===== src/rtl/coherence_pkg.sv =====
// Shared definitions for the MSI home-node directory.
//   - 3-bit message codes exchanged between caches and the directory
//   - 2-bit directory entry state codes
//   - controller FSM state enum
package coherence_pkg;

  localparam logic [2:0] MSG_READ_MISS  = 3'b000;
  localparam logic [2:0] MSG_READ_HIT   = 3'b001;
  localparam logic [2:0] MSG_WRITE_HIT  = 3'b010;
  localparam logic [2:0] MSG_INVAL      = 3'b011;
  localparam logic [2:0] MSG_WRITE_MISS = 3'b100;
  localparam logic [2:0] MSG_FETCH      = 3'b101;
  localparam logic [2:0] MSG_FETCH_INV  = 3'b110;
  localparam logic [2:0] MSG_EMPTY      = 3'b111;

  localparam logic [1:0] DIR_UNCACHED = 2'b00;
  localparam logic [1:0] DIR_SHARED   = 2'b01;
  localparam logic [1:0] DIR_EXCL     = 2'b10;

  typedef enum logic [2:0] {
    ST_IDLE,
    ST_INVAL,
    ST_FETCH,
    ST_WAIT_WB,
    ST_REPLY
  } ctl_state_t;

endpackage


===== src/rtl/dir_sharer_scan.sv =====
// Combinational lowest-set-bit finder over a sharer vector.
//   vec   : NODES-bit sharer vector
//   idx   : index of the lowest set bit (0 when none)
//   found : high when at least one bit of vec is set
module dir_sharer_scan #(
  parameter int NODES = 4,
  localparam int NW = (NODES > 1) ? $clog2(NODES) : 1
) (
  input  logic [NODES-1:0] vec,
  output logic [NW-1:0]    idx,
  output logic             found
);

  // Scan from the top down so the lowest set bit is the last one written.
  always_comb begin
    idx   = '0;
    found = 1'b0;
    for (int i = NODES - 1; i >= 0; i--) begin
      if (vec[i]) begin
        idx   = NW'(i);
        found = 1'b1;
      end
    end
  end

endmodule


===== src/rtl/coherence_directory.sv =====
// MSI home-node directory controller.
//   clock, reset               : rising-edge clock, synchronous active-high reset
//   req_valid/req_ready        : request handshake (ready only while idle)
//   req_acao/req_node/req_block: miss type, requesting cache, block
//   escrita/msg_node/msg_block : invalidate / fetch / fetch-invalidate to a cache
//   wb_valid                   : owner write-back strobe, honoured only in WAIT_WB
//   reply_valid/node/block     : one-cycle data reply to the requester
module coherence_directory
  import coherence_pkg::*;
#(
  parameter int NODES  = 4,
  parameter int BLOCKS = 4,
  localparam int NW = (NODES  > 1) ? $clog2(NODES)  : 1,
  localparam int BW = (BLOCKS > 1) ? $clog2(BLOCKS) : 1
) (
  input  logic          clock,
  input  logic          reset,
  input  logic          req_valid,
  output logic          req_ready,
  input  logic [2:0]    req_acao,
  input  logic [NW-1:0] req_node,
  input  logic [BW-1:0] req_block,
  output logic [2:0]    escrita,
  output logic [NW-1:0] msg_node,
  output logic [BW-1:0] msg_block,
  input  logic          wb_valid,
  output logic          reply_valid,
  output logic [NW-1:0] reply_node,
  output logic [BW-1:0] reply_block
);

  function automatic logic [NODES-1:0] node_bit(input logic [NW-1:0] n);
    node_bit = NODES'(1) << n;
  endfunction

  ctl_state_t       state, next_state;
  logic [1:0]       dir_state   [BLOCKS];
  logic [NODES-1:0] dir_sharers [BLOCKS];

  logic [2:0]       lat_acao;
  logic [NW-1:0]    lat_node;
  logic [BW-1:0]    lat_block;
  logic [NODES-1:0] pend, n_pend;

  logic [2:0]       n_escrita;
  logic [NW-1:0]    n_msg_node, n_reply_node;
  logic [BW-1:0]    n_msg_block, n_reply_block;
  logic             n_reply;

  logic [1:0]       cur_state;
  logic [NODES-1:0] cur_sharers, others, scan_vec;
  logic [NW-1:0]    owner_idx, inv_idx;
  logic             owner_found, inv_found, owner_hit, is_miss;

  assign req_ready   = (state == ST_IDLE);
  assign cur_state   = dir_state[req_block];
  assign cur_sharers = dir_sharers[req_block];
  assign others      = cur_sharers & ~node_bit(req_node);
  assign owner_hit   = owner_found && (owner_idx == req_node);
  assign is_miss     = (req_acao == MSG_READ_MISS) || (req_acao == MSG_WRITE_MISS);
  // While idle the invalidate scanner looks at the candidate set of the
  // incoming request; during INVAL it walks the still-pending sharers.
  assign scan_vec    = (state == ST_IDLE) ? others : pend;

  dir_sharer_scan #(.NODES(NODES)) u_owner_scan (
    .vec   (cur_sharers),
    .idx   (owner_idx),
    .found (owner_found)
  );

  dir_sharer_scan #(.NODES(NODES)) u_inval_scan (
    .vec   (scan_vec),
    .idx   (inv_idx),
    .found (inv_found)
  );

  // Outputs are registered from next-cycle values so every message and
  // reply appears in the cycle that its state occupies.
  always_comb begin
    next_state    = state;
    n_escrita     = MSG_EMPTY;
    n_msg_node    = msg_node;
    n_msg_block   = msg_block;
    n_reply_node  = reply_node;
    n_reply_block = reply_block;
    n_pend        = pend;
    unique case (state)
      ST_IDLE: begin
        if (req_valid && is_miss) begin
          if (cur_state == DIR_EXCL && !owner_hit) begin
            next_state  = ST_FETCH;
            n_escrita   = (req_acao == MSG_READ_MISS) ? MSG_FETCH : MSG_FETCH_INV;
            n_msg_node  = owner_idx;
            n_msg_block = req_block;
          end else if (cur_state == DIR_SHARED && req_acao == MSG_WRITE_MISS && inv_found) begin
            next_state  = ST_INVAL;
            n_escrita   = MSG_INVAL;
            n_msg_node  = inv_idx;
            n_msg_block = req_block;
            n_pend      = others & ~node_bit(inv_idx);
          end else begin
            next_state = ST_REPLY;
          end
        end
      end
      ST_INVAL: begin
        if (inv_found) begin
          n_escrita   = MSG_INVAL;
          n_msg_node  = inv_idx;
          n_msg_block = lat_block;
          n_pend      = pend & ~node_bit(inv_idx);
        end else begin
          next_state = ST_REPLY;
        end
      end
      ST_FETCH:   next_state = ST_WAIT_WB;
      ST_WAIT_WB: if (wb_valid) next_state = ST_REPLY;
      ST_REPLY:   next_state = ST_IDLE;
      default:    next_state = ST_IDLE;
    endcase
    n_reply = (next_state == ST_REPLY);
    if (n_reply) begin
      n_reply_node  = (state == ST_IDLE) ? req_node  : lat_node;
      n_reply_block = (state == ST_IDLE) ? req_block : lat_block;
    end
  end

  // Control state, registered outputs and directory entries
  always_ff @(posedge clock) begin
    if (reset) begin
      state       <= ST_IDLE;
      escrita     <= MSG_EMPTY;
      msg_node    <= '0;
      msg_block   <= '0;
      reply_valid <= 1'b0;
      reply_node  <= '0;
      reply_block <= '0;
      for (int b = 0; b < BLOCKS; b++) begin
        dir_state[b]   <= DIR_UNCACHED;
        dir_sharers[b] <= '0;
      end
    end else begin
      state       <= next_state;
      escrita     <= n_escrita;
      msg_node    <= n_msg_node;
      msg_block   <= n_msg_block;
      reply_valid <= n_reply;
      reply_node  <= n_reply_node;
      reply_block <= n_reply_block;
      if (state == ST_REPLY) begin
        if (lat_acao == MSG_WRITE_MISS) begin
          dir_state[lat_block]   <= DIR_EXCL;
          dir_sharers[lat_block] <= node_bit(lat_node);
        end else if (!(dir_state[lat_block] == DIR_EXCL &&
                       dir_sharers[lat_block] == node_bit(lat_node))) begin
          // Read miss: owner re-reads leave the entry alone, everyone else
          // joins the sharer set (a previous owner stays in it).
          dir_state[lat_block]   <= DIR_SHARED;
          dir_sharers[lat_block] <= dir_sharers[lat_block] | node_bit(lat_node);
        end
      end
    end
  end

  // Request latch and pending-invalidate vector
  always_ff @(posedge clock) begin
    pend <= n_pend;
    if (state == ST_IDLE && req_valid) begin
      lat_acao  <= req_acao;
      lat_node  <= req_node;
      lat_block <= req_block;
    end
  end

endmodule


===== config.mk =====
export PLATFORM = sky130hd
export DESIGN_NAME = coherence_directory
export DESIGN_NICKNAME = d
export VERILOG_FILES = /design/src/rtl/coherence_pkg.sv /design/src/rtl/dir_sharer_scan.sv /design/src/rtl/coherence_directory.sv
export SDC_FILE = /design/constraint.sdc
export NUM_CORES = 1
export LEC_CHECK = 0
export CELL_PAD_IN_SITES_DETAIL_PLACEMENT = 0
export CELL_PAD_IN_SITES_GLOBAL_PLACEMENT = 1
export CORE_AREA = 2 2 81 83
export DETAILED_ROUTE_END_ITERATION = 12
export DIE_AREA = 0 0 83 85
export PLACE_DENSITY = 0.84
export SLEW_MARGIN = 20
export SYNTH_ARGS = -nofsm -noshare
export SYNTH_HDL_FRONTEND = slang
export SYNTH_SLANG_ARGS = --single-unit

===== constraint.sdc =====
create_clock -name clock -period 3.8 [get_ports clock]
set_input_delay 0.57 -clock clock [delete_from_list [all_inputs] [get_ports clock]]
set_output_delay 0.57 -clock clock [all_outputs]
set_load 0.005 [all_outputs]

# Yosys cells after proc, flatten, opt, wreduce, memory -nomap -nowiden
# Memories as Yosys holds them, arrays and structs flattened. A register that Yosys moved wholly into a read port is not among the register bits.
# Cells that the tools add are included.
[classes] eq_ne=17 shift=3 muxes=67 n_bitwise=8 n_reduce_logical=16
[ops] cell="$mux W2" n=25
[ops] cell="$mux W4" n=7
[ops] cell="$mux W3" n=9
[ops] cell="$mux W1" n=21
[ops] cell="$and A4 B4 Y4" n=3
[ops] cell="$eq A3 B3 Y1 const B" n=4
[ops] cell="$pmux W3 S4" n=1
[ops] cell="$shl A1 B2 Y4 const A" n=3
[ops] cell="$not A4 Y4" n=2
[ops] cell="$pmux W2 S2" n=2
[ops] cell="$pmux W4 S2" n=1
[ops] cell="$logic_and A1 B1 Y1" n=7
[ops] cell="$eq A3 B2 Y1 const B" n=2
[ops] cell="$logic_not A3 Y1" n=2
[ops] cell="$pmux W3 S2" n=1
[ops] cell="$reduce_and A5 Y1" n=1
[ops] cell="$eq A2 B2 Y1 const B" n=2
[ops] cell="$eq A4 B4 Y1" n=1
[ops] cell="$ne A2 B1 Y1 const B" n=2
[ops] cell="$ne A2 B2 Y1 const B" n=2
[ops] cell="$or A4 B4 Y4" n=1
[ops] cell="$reduce_and A4 Y1" n=1
[ops] cell="$reduce_or A4 Y1" n=1
[ops] cell="$eq A3 B1 Y1 const B" n=1
[ops] cell="8 further kinds" n=9
[word_totals] regBits=26 mem_bits_rw=24 inputBits=11 out_inout_bits=13 word_cells=124 mem_count=2
[memory_table] name="dir_sharers" words=4 width=4 read_ports=2 rd_clocked_by_memory_dff=1 write_ports=4 line_no="coherence_directory.sv:38" rtl="logic [NODES-1:0] dir_sharers [BLOCKS];"
[memory_table] name="dir_state" words=4 width=2 read_ports=2 rd_clocked_by_memory_dff=1 write_ports=4 line_no="coherence_directory.sv:37" rtl="logic [1:0] dir_state [BLOCKS];"

# Longest topological paths before layout
# Gate-level depths: netlist of run 1.
[depth] word_depth=15 depth_mapped=9 depth_no_buf=8

# Modules after synthesis
# Synthesis of run 1 repeated with hierarchy kept, for this count alone.
[unflattened] hier_cells=260 area_unflattened_um2=2824.0
[modules_own_cells] mod="coherence_directory" n_inst=1 cells_each=246 area_per_inst_um2=2753.9 seq_area_each_um2=1391.3
[modules_own_cells] mod="dir_sharer_scan" n_inst=2 cells_each=7 area_per_inst_um2=35.0 seq_area_each_um2=0.0

# Worst setup path before layout of run 1
# No wires, ideal clock.
[synth_path] kind="register -> register" startpoint="reg (tool-made name)" endpoint="mem dir_sharers[0][0], enable pin" setup_time_ps=284 arrival_time_ps=3181 required_ps=3516 slack_ps=335 stages_incl_launch_ff=10 n_path_buf=1 synth_period_minus_slack_ps=3465 cell_sequence="dfxtp_1 -> clkbuf_1 -> mux4_2 -> inv_1 -> ha_1 -> or4_1 -> o31ai_1 -> a21oi_1 -> nand2b_1 -> nand2_1"
[synth_rtl] item="end: declaration" line_no="coherence_directory.sv:38"

==> metrics, run 1 <==
Post-Synthesis Cell Area=2790 µm²; gr usage total=19.8%; # DRC=0; layout cells sized above 1=13.6%; H-Tree Depth=2; initial antenna violation count=0; CTS tree=yes; fin crit share=89.8%; Congestion Overflow GR=0; minimum clock period=3.41 ns; Skew-Pair Late Insertion Delay=0.31 ns; Setup crit start kind=register; dpl ws=0.205 ns; worst setup margin=0.389 ns; CP Class=reg2reg; Initial Util=45.0%; clock root buffer=clkbuf_8; Via Count=2140; first-pass GRT wire length=11.0 mm; part of the power in the clock network=32.5%; clock skew=0.0108 ns; crit path to=dir_sharers[1][1]; reg-to-reg critical path endpoint=dir_sharers[1][1]; drt wl/cell=18.9 µm; die area=7060 µm²; sw frac=24.9%; Leak=1.18 nW; Rows=29; EDFF count, synth=35; RD Place Congestion=0.965; Synth Instances=251; FFs w/ async S/R, synth=0%; Area Overhead vs Synth=16.5%; Max Root-Sink Buffers=2; Routed Antenna Nets=0; Final Hold Viols=0; DR iter-0 viols=182; Hold WS=0.611 ns; core area=6200 µm²; Reg clk slew, reported paths=0.10 ns; slew of the pin with the lowest slew margin=0.728 ns; Synth area leader=edfxtp_1; nets=294; CTS Buf Count=5; Post-synth top flop=edfxtp_1; max incr delay on CP=0.58 ns; Via density=5.99; register share of total power=52.4%; worst-path fanout max=8; Setup crit end kind=register; Finish-stage setup viols=0; FMAX=0.293 GHz; Sw Pwr=0.000309 W; crit path cell chain=mux4_2 > inv_1 > ha_1 > or4_1 > o31ai_2 > nand2_1 > nand3b_1 > nand2_1; Slowest cell on crit path=dfxtp_1; peak supply drop=0.000195 V; Worst slew margin=50.2%; CP dominant cell by count=nand2_1; P_int=0.000932 W; diodes inserted=0; outcome=completed; Synthesized Nets=266; combinational power share=15.1%; io pins=24; RSZ-0062 raised after global routing=no; Die Y=85 µm; Final TNS setup=0 ns; R2R depth=8; total power=0.00124 W; Ys Warns=0; Setup Buffers After CTS=0; Seq/Total Area, Yosys=49.8%; post-synth top area share=37.6%; final wirelength=6.74 mm; hpwl dp=5.11 mm; fillers=550; drt pass-1 iters=4; critical path data required time=3.80 ns; reg2reg setup slack=0.39 ns; Tightest Hold Check Type=reg2reg; clk sink count=52; largest net degree at the start of global routing=17; PortBufs=23; syn avg cell area=11.1 µm²; die width=83 µm; worst endpoint data arrival time=3.41 ns; Synth Register Bits=52; Area contributors post-synth=edfxtp_1, dfxtp_1, mux4_2; Max Slew Vio Count=0; vias in the first global route=2157; pwr dens=381 nW/µm²; total of max-cap violations=0; post-synth cell types=53
## synth_stat cells, types with 2 or more instances
master,number
o21ai_0,2
a311oi_1,5
inv_1,18
nand2_1,25
nand2b_1,8
nor3_1,5
o22a_1,4
nand3_1,2
o211ai_1,2
mux2i_1,6
a21oi_1,7
buf_6,2
or3_1,2
a31oi_1,4
ha_1,4
or2_2,2
dfxtp_1,17
o31a_1,4
nand4b_1,3
buf_2,3
clkbuf_1,6
nand4_1,2
or4_1,2
nor2_1,26
mux4_2,11
and2_1,5
a22oi_1,2
edfxtp_1,35
mux2_2,3
a211oi_1,9
nand3b_1,3
## final cells by class
cell class                 count  area (µm²)  area share [%]
sequential                    52        1390            42.8
inverter                      18        67.6            2.08
clock inverter                 2        38.8            1.19
tap                           77        96.3            2.96
clock buffer                   6        82.6            2.54
multi-input combinational    170        1280            39.3
timing repair buffer          32         298            9.15
## critical path, delay by kind of cell (launching register included)
family,cells,cell delay (ns)
simple gates,4,1.23
flops,1,0.58
mux,1,0.56
compound gates,1,0.42
fa+ha+maj,1,0.23
buf+inv,1,0.08
## cells by family (layout without fill, tap and decap cells)
logic type	after synthesis	after routing	share of synthesized area, %
compound gates	55	55	15.2
fa+ha+maj	4	4	1.79
buf+inv	29	58	4.57
flops	52	52	49.8
mux	21	21	12.6
simple gates	90	90	16.0
## power by group through the flow
| stage | Clock (W) | Combinational (W) | Sequential, W |
|---|---|---|---|
| after CTS | 0.000409 | 0.000184 | 0.000650 |
| after global placement | 0 | 0.000179 | 0.000662 |
| after global routing | 0.000430 | 0.000204 | 0.000654 |
| after floorplan | 0 | 0.000128 | 0.000652 |
| final | 0.000404 | 0.000187 | 0.000650 |
| after detailed placement | 0 | 0.000182 | 0.000663 |
## cell usage in the layout, fill, tap and decap left out, types with 3 or more instances in the layout
cell	count
edfxtp_1	35
nor2_1	26
nand2_1	25
clkdlybuf4s50_1	23
inv_1	18
dfxtp_1	17
mux4_2	11
a211oi_1	9
buf_4	9
nand2b_1	8
a21oi_1	7
mux2i_1	6
clkbuf_8	6
and2_1	5
a311oi_1	5
nor3_1	5
o31a_1	4
a31oi_1	4
o22a_1	4
ha_1	4
mux2_2	3
nand3b_1	3
nand4b_1	3
## worst min path at each step
stage,from,end,cells after the start
floorplan,state[2],state[1],2
global placement,reply_node[1],reply_node[1],2
detailed placement,reply_block[1],reply_block[1],2
CTS,reply_block[1],reply_block[1],2
global route,reply_node[1],reply_node[1],2
finish,reply_node[0],reply_node[0],2
## flip-flops by register name, summed over array words and instances (netlist names), named ones only
register / flops
dir_sharers: 16
dir_state: 8
escrita: 3
lat_acao: 3
lat_block: 2
lat_node: 2
msg_block: 2
msg_node: 2
pend: 4
reply_block: 2
reply_node: 2
reply_valid: 1
state: 3
## layer usage
layer | track usage (%) | part of all wire (%) | routed length (µm) | vias to the layer above
li1 | - | - | - | 1019
met1 | 26.7 | 45 | 3060 | 1048
met2 | 32.8 | 49 | 3310 | 65
met3 | 3.40 | 3.9 | 265 | 8
met4 | 6.56 | 1.5 | 102 | 0
met5 | 0 | 0 | 0 | -
## per-stage QoR
stage,cell area (µm²),std cells,util (%)
final,3250,357,52.5
after global routing,3250,357,52.5
after CTS,3250,357,52.4
after detailed placement,3130,349,50.4
after global placement,3130,349,50.4
after floorplan,2790,251,-
## what timing repair did
item | 4_1_cts | 5_1_grt
setup endpoints to repair | 0 | 6
endpoints found under the hold margin | 0 | 0
hold buffers | 0 | 0
resized for setup | 0 | 1
(Power assumes the default switching activity.)
==> inputs of run 2 (changes only) <==
--- a/config.mk
+++ b/config.mk
@@ -7,10 +7,11 @@
 export LEC_CHECK = 0
 export CELL_PAD_IN_SITES_DETAIL_PLACEMENT = 0
 export CELL_PAD_IN_SITES_GLOBAL_PLACEMENT = 1
-export CORE_AREA = 2 2 81 83
+export CORE_AREA = 4 4 74 89
 export DETAILED_ROUTE_END_ITERATION = 12
-export DIE_AREA = 0 0 83 85
-export PLACE_DENSITY = 0.84
+export DIE_AREA = 0 0 78 93
+export DONT_BUFFER_PORTS = 1
+export PLACE_DENSITY = 0.82
 export SLEW_MARGIN = 20
 export SYNTH_ARGS = -nofsm -noshare
 export SYNTH_HDL_FRONTEND = slang
==> run 2 against run 1 <==
  * Non-clock buffer count is 31 lower
  * Clock skew is 0.0044 ns higher
  * Final area is 9.4% lower
  * Sequential share of layout area is 4.4 points higher
  * Critical path type unchanged
  * Largest power group unchanged
==> metrics, run 2 (synthesis results as in run 1) <==
outcome=completed; Finish-stage setup viols=0 (unchanged); cell family with the largest share of critical-path delay=simple AND/OR/NAND/NOR gates; Setup crit start kind=register; critical path data required time=3.80 ns (about the same); reg2reg setup slack=0.47 ns (+0.08 ns); max reg flops=16 (unchanged); drt wl/cell=20.0 µm (+5.8%); Via density=6.02 (+0.40%); Setup crit end kind=register; gr usage total=19.1% (-0.73 points); Design Area, Final=2950 µm² (-9.4%); RD Place Congestion=0.849 (-12%); biggest regs=dir_sharers: 16 flops, dir_state: 8 flops, pend: 4 flops; Rows=30 (+3.4%); Max Root-Sink Buffers=2 (unchanged); CTS tree=yes; CTS Buf Count=5 (unchanged); commonest non-fill, non-tap cells in the layout=edfxtp_1, nor2_1, nand2_1; CP dominant cell by count=nand2_1; minimum clock period=3.33 ns (-0.0776 ns); total of max-cap violations=0 (unchanged); die width=78 µm (-6.0%); drt pass-1 iters=4 (unchanged); clock skew=0.0152 ns (+0.00442 ns); Via Count=1980 (-7.5%); worst-path fanout max=10 (+2); Die Y=93 µm (+9.4%); crit path cell chain=mux4_2 > inv_1 > ha_1 > or4_1 > o31ai_1 > buf_4 > nand2_1 > nand3b_1 > nand2_1; dpl ws=0.538 ns (+0.333 ns); Reg clk slew, reported paths=0.10 ns (about the same); max incr delay on CP=0.58 ns (about the same); peak supply drop=0.000262 V (+34%); fillers=508 (-7.6%); Reg with most FFs=dir_sharers; diodes inserted=0 (unchanged); layout cells sized above 1=11.2% (-2.3 points); Routed Antenna Nets=0 (unchanged); CP Class=reg2reg; FMAX=0.300 GHz (+2.3%); io pins=24 (unchanged); fin crit share=87.7% (-2.0 points); Tightest Hold Check Type=in2reg; CP Depth=9 (+1); final wirelength=6.57 mm (-2.5%); most common cell after layout, fill and taps aside=edfxtp_1; reg-to-reg critical path endpoint=dir_sharers[1][3]; # DRC=0 (unchanged); cts hold-fix bufs=0 (unchanged); Final TNS setup=0 ns (unchanged); clk sink count=52 (unchanged); Max Slew Vio Count=0 (unchanged); hpwl dp=4.93 mm (-3.7%); H-Tree Depth=2 (unchanged); nets=263 (-11%); RSZ-0062 raised after global routing=no; Initial Util=49.3% (+4.3 points); hold path depth=1 (-1); PortBufs=0 (-100%); post-cts gate resize count=0 (unchanged); Area Overhead vs Synth=5.55%; worst setup margin=0.466 ns (+0.0776 ns); WP buf/inv=2 (+1); Final Hold Viols=0 (unchanged); Leak=1.04 nW (-11%); placed cell area=2840 µm² (-9.2%); R2R depth=9 (+1); pwr dens=397 nW/µm² (+4.1%); vias in the first global route=1989 (-7.8%); first-pass GRT wire length=10.6 mm (-3.8%); DR iter-0 viols=129 (-29%); Setup Buffers After CTS=0 (unchanged); largest net degree at the start of global routing=16 (-1); Skew-Pair Late Insertion Delay=0.31 ns (about the same); initial antenna violation count=0 (unchanged); worst endpoint data arrival time=3.34 ns (-0.07 ns); Worst slew margin=44.8% (-5.4 points); clock root buffer=clkbuf_8; Hold WS=0.313 ns (-0.298 ns); crit path to=dir_sharers[1][3]; slew of the pin with the lowest slew margin=0.807 ns (+0.0793 ns); core area=5670 µm² (-8.7%); die area=7250 µm² (+2.8%); Slowest cell on crit path=dfxtp_1; Congestion Overflow GR=0 (unchanged)
[run 2: area by class of cell]
cell class,instances,area (µm²),area share (%)
sequential,52,1390,47.2
clock buffer,6,72.6,2.46
tap,80,100,3.39
timing repair buffer,1,7.51,0.255
clock inverter,2,35.0,1.19
inverter,18,67.6,2.29
multi-input combinational,170,1270,43.2
[run 2: where the power goes]
| part | switching [W] | total [W] | leakage [nW] | internal, W |
|---|---|---|---|---|
| clock | 0.000177 | 0.000372 | 0.0552 | 0.000196 |
| sequential | 0.0000251 | 0.000653 | 0.492 | 0.000628 |
| combinational | 0.0000786 | 0.000146 | 0.494 | 0.0000669 |
| total | 0.000281 | 0.00117 | 1.04 | 0.000890 |
[run 2: metal layers]
| metal | wire length (µm) | up-vias | part of all wire [%] | GRT usage [%] |
|---|---|---|---|---|
| met5 | 0 | - | 0 | 0 |
| met4 | 109 | 0 | 1.7 | 5.98 |
| li1 | - | 949 | - | - |
| met3 | 220 | 11 | 3.3 | 3.47 |
| met2 | 3590 | 43 | 55 | 35.9 |
| met1 | 2650 | 977 | 40 | 21.7 |
[run 2: stage by stage]
step	utilization, %	total power, W	instances
3_5_place_dp	50.1	0.000809	321
6_report	52.0	0.00117	329
4_1_cts	52.0	0.00118	329
2_1_floorplan	-	0.000780	251
3_3_place_gp	50.1	0.000806	321
5_1_grt	52.0	0.00123	329
[run 2: how the worst min path moves through the flow]
| stage | startpoint | end |
|---|---|---|
| after global routing | reset | msg_node[0] |
| after global placement | pend[0] | pend[0] |
| final | reset | msg_node[0] |
| after detailed placement | pend[0] | pend[0] |
| after CTS | reset | msg_block[0] |
| after floorplan | state[2] | state[1] |
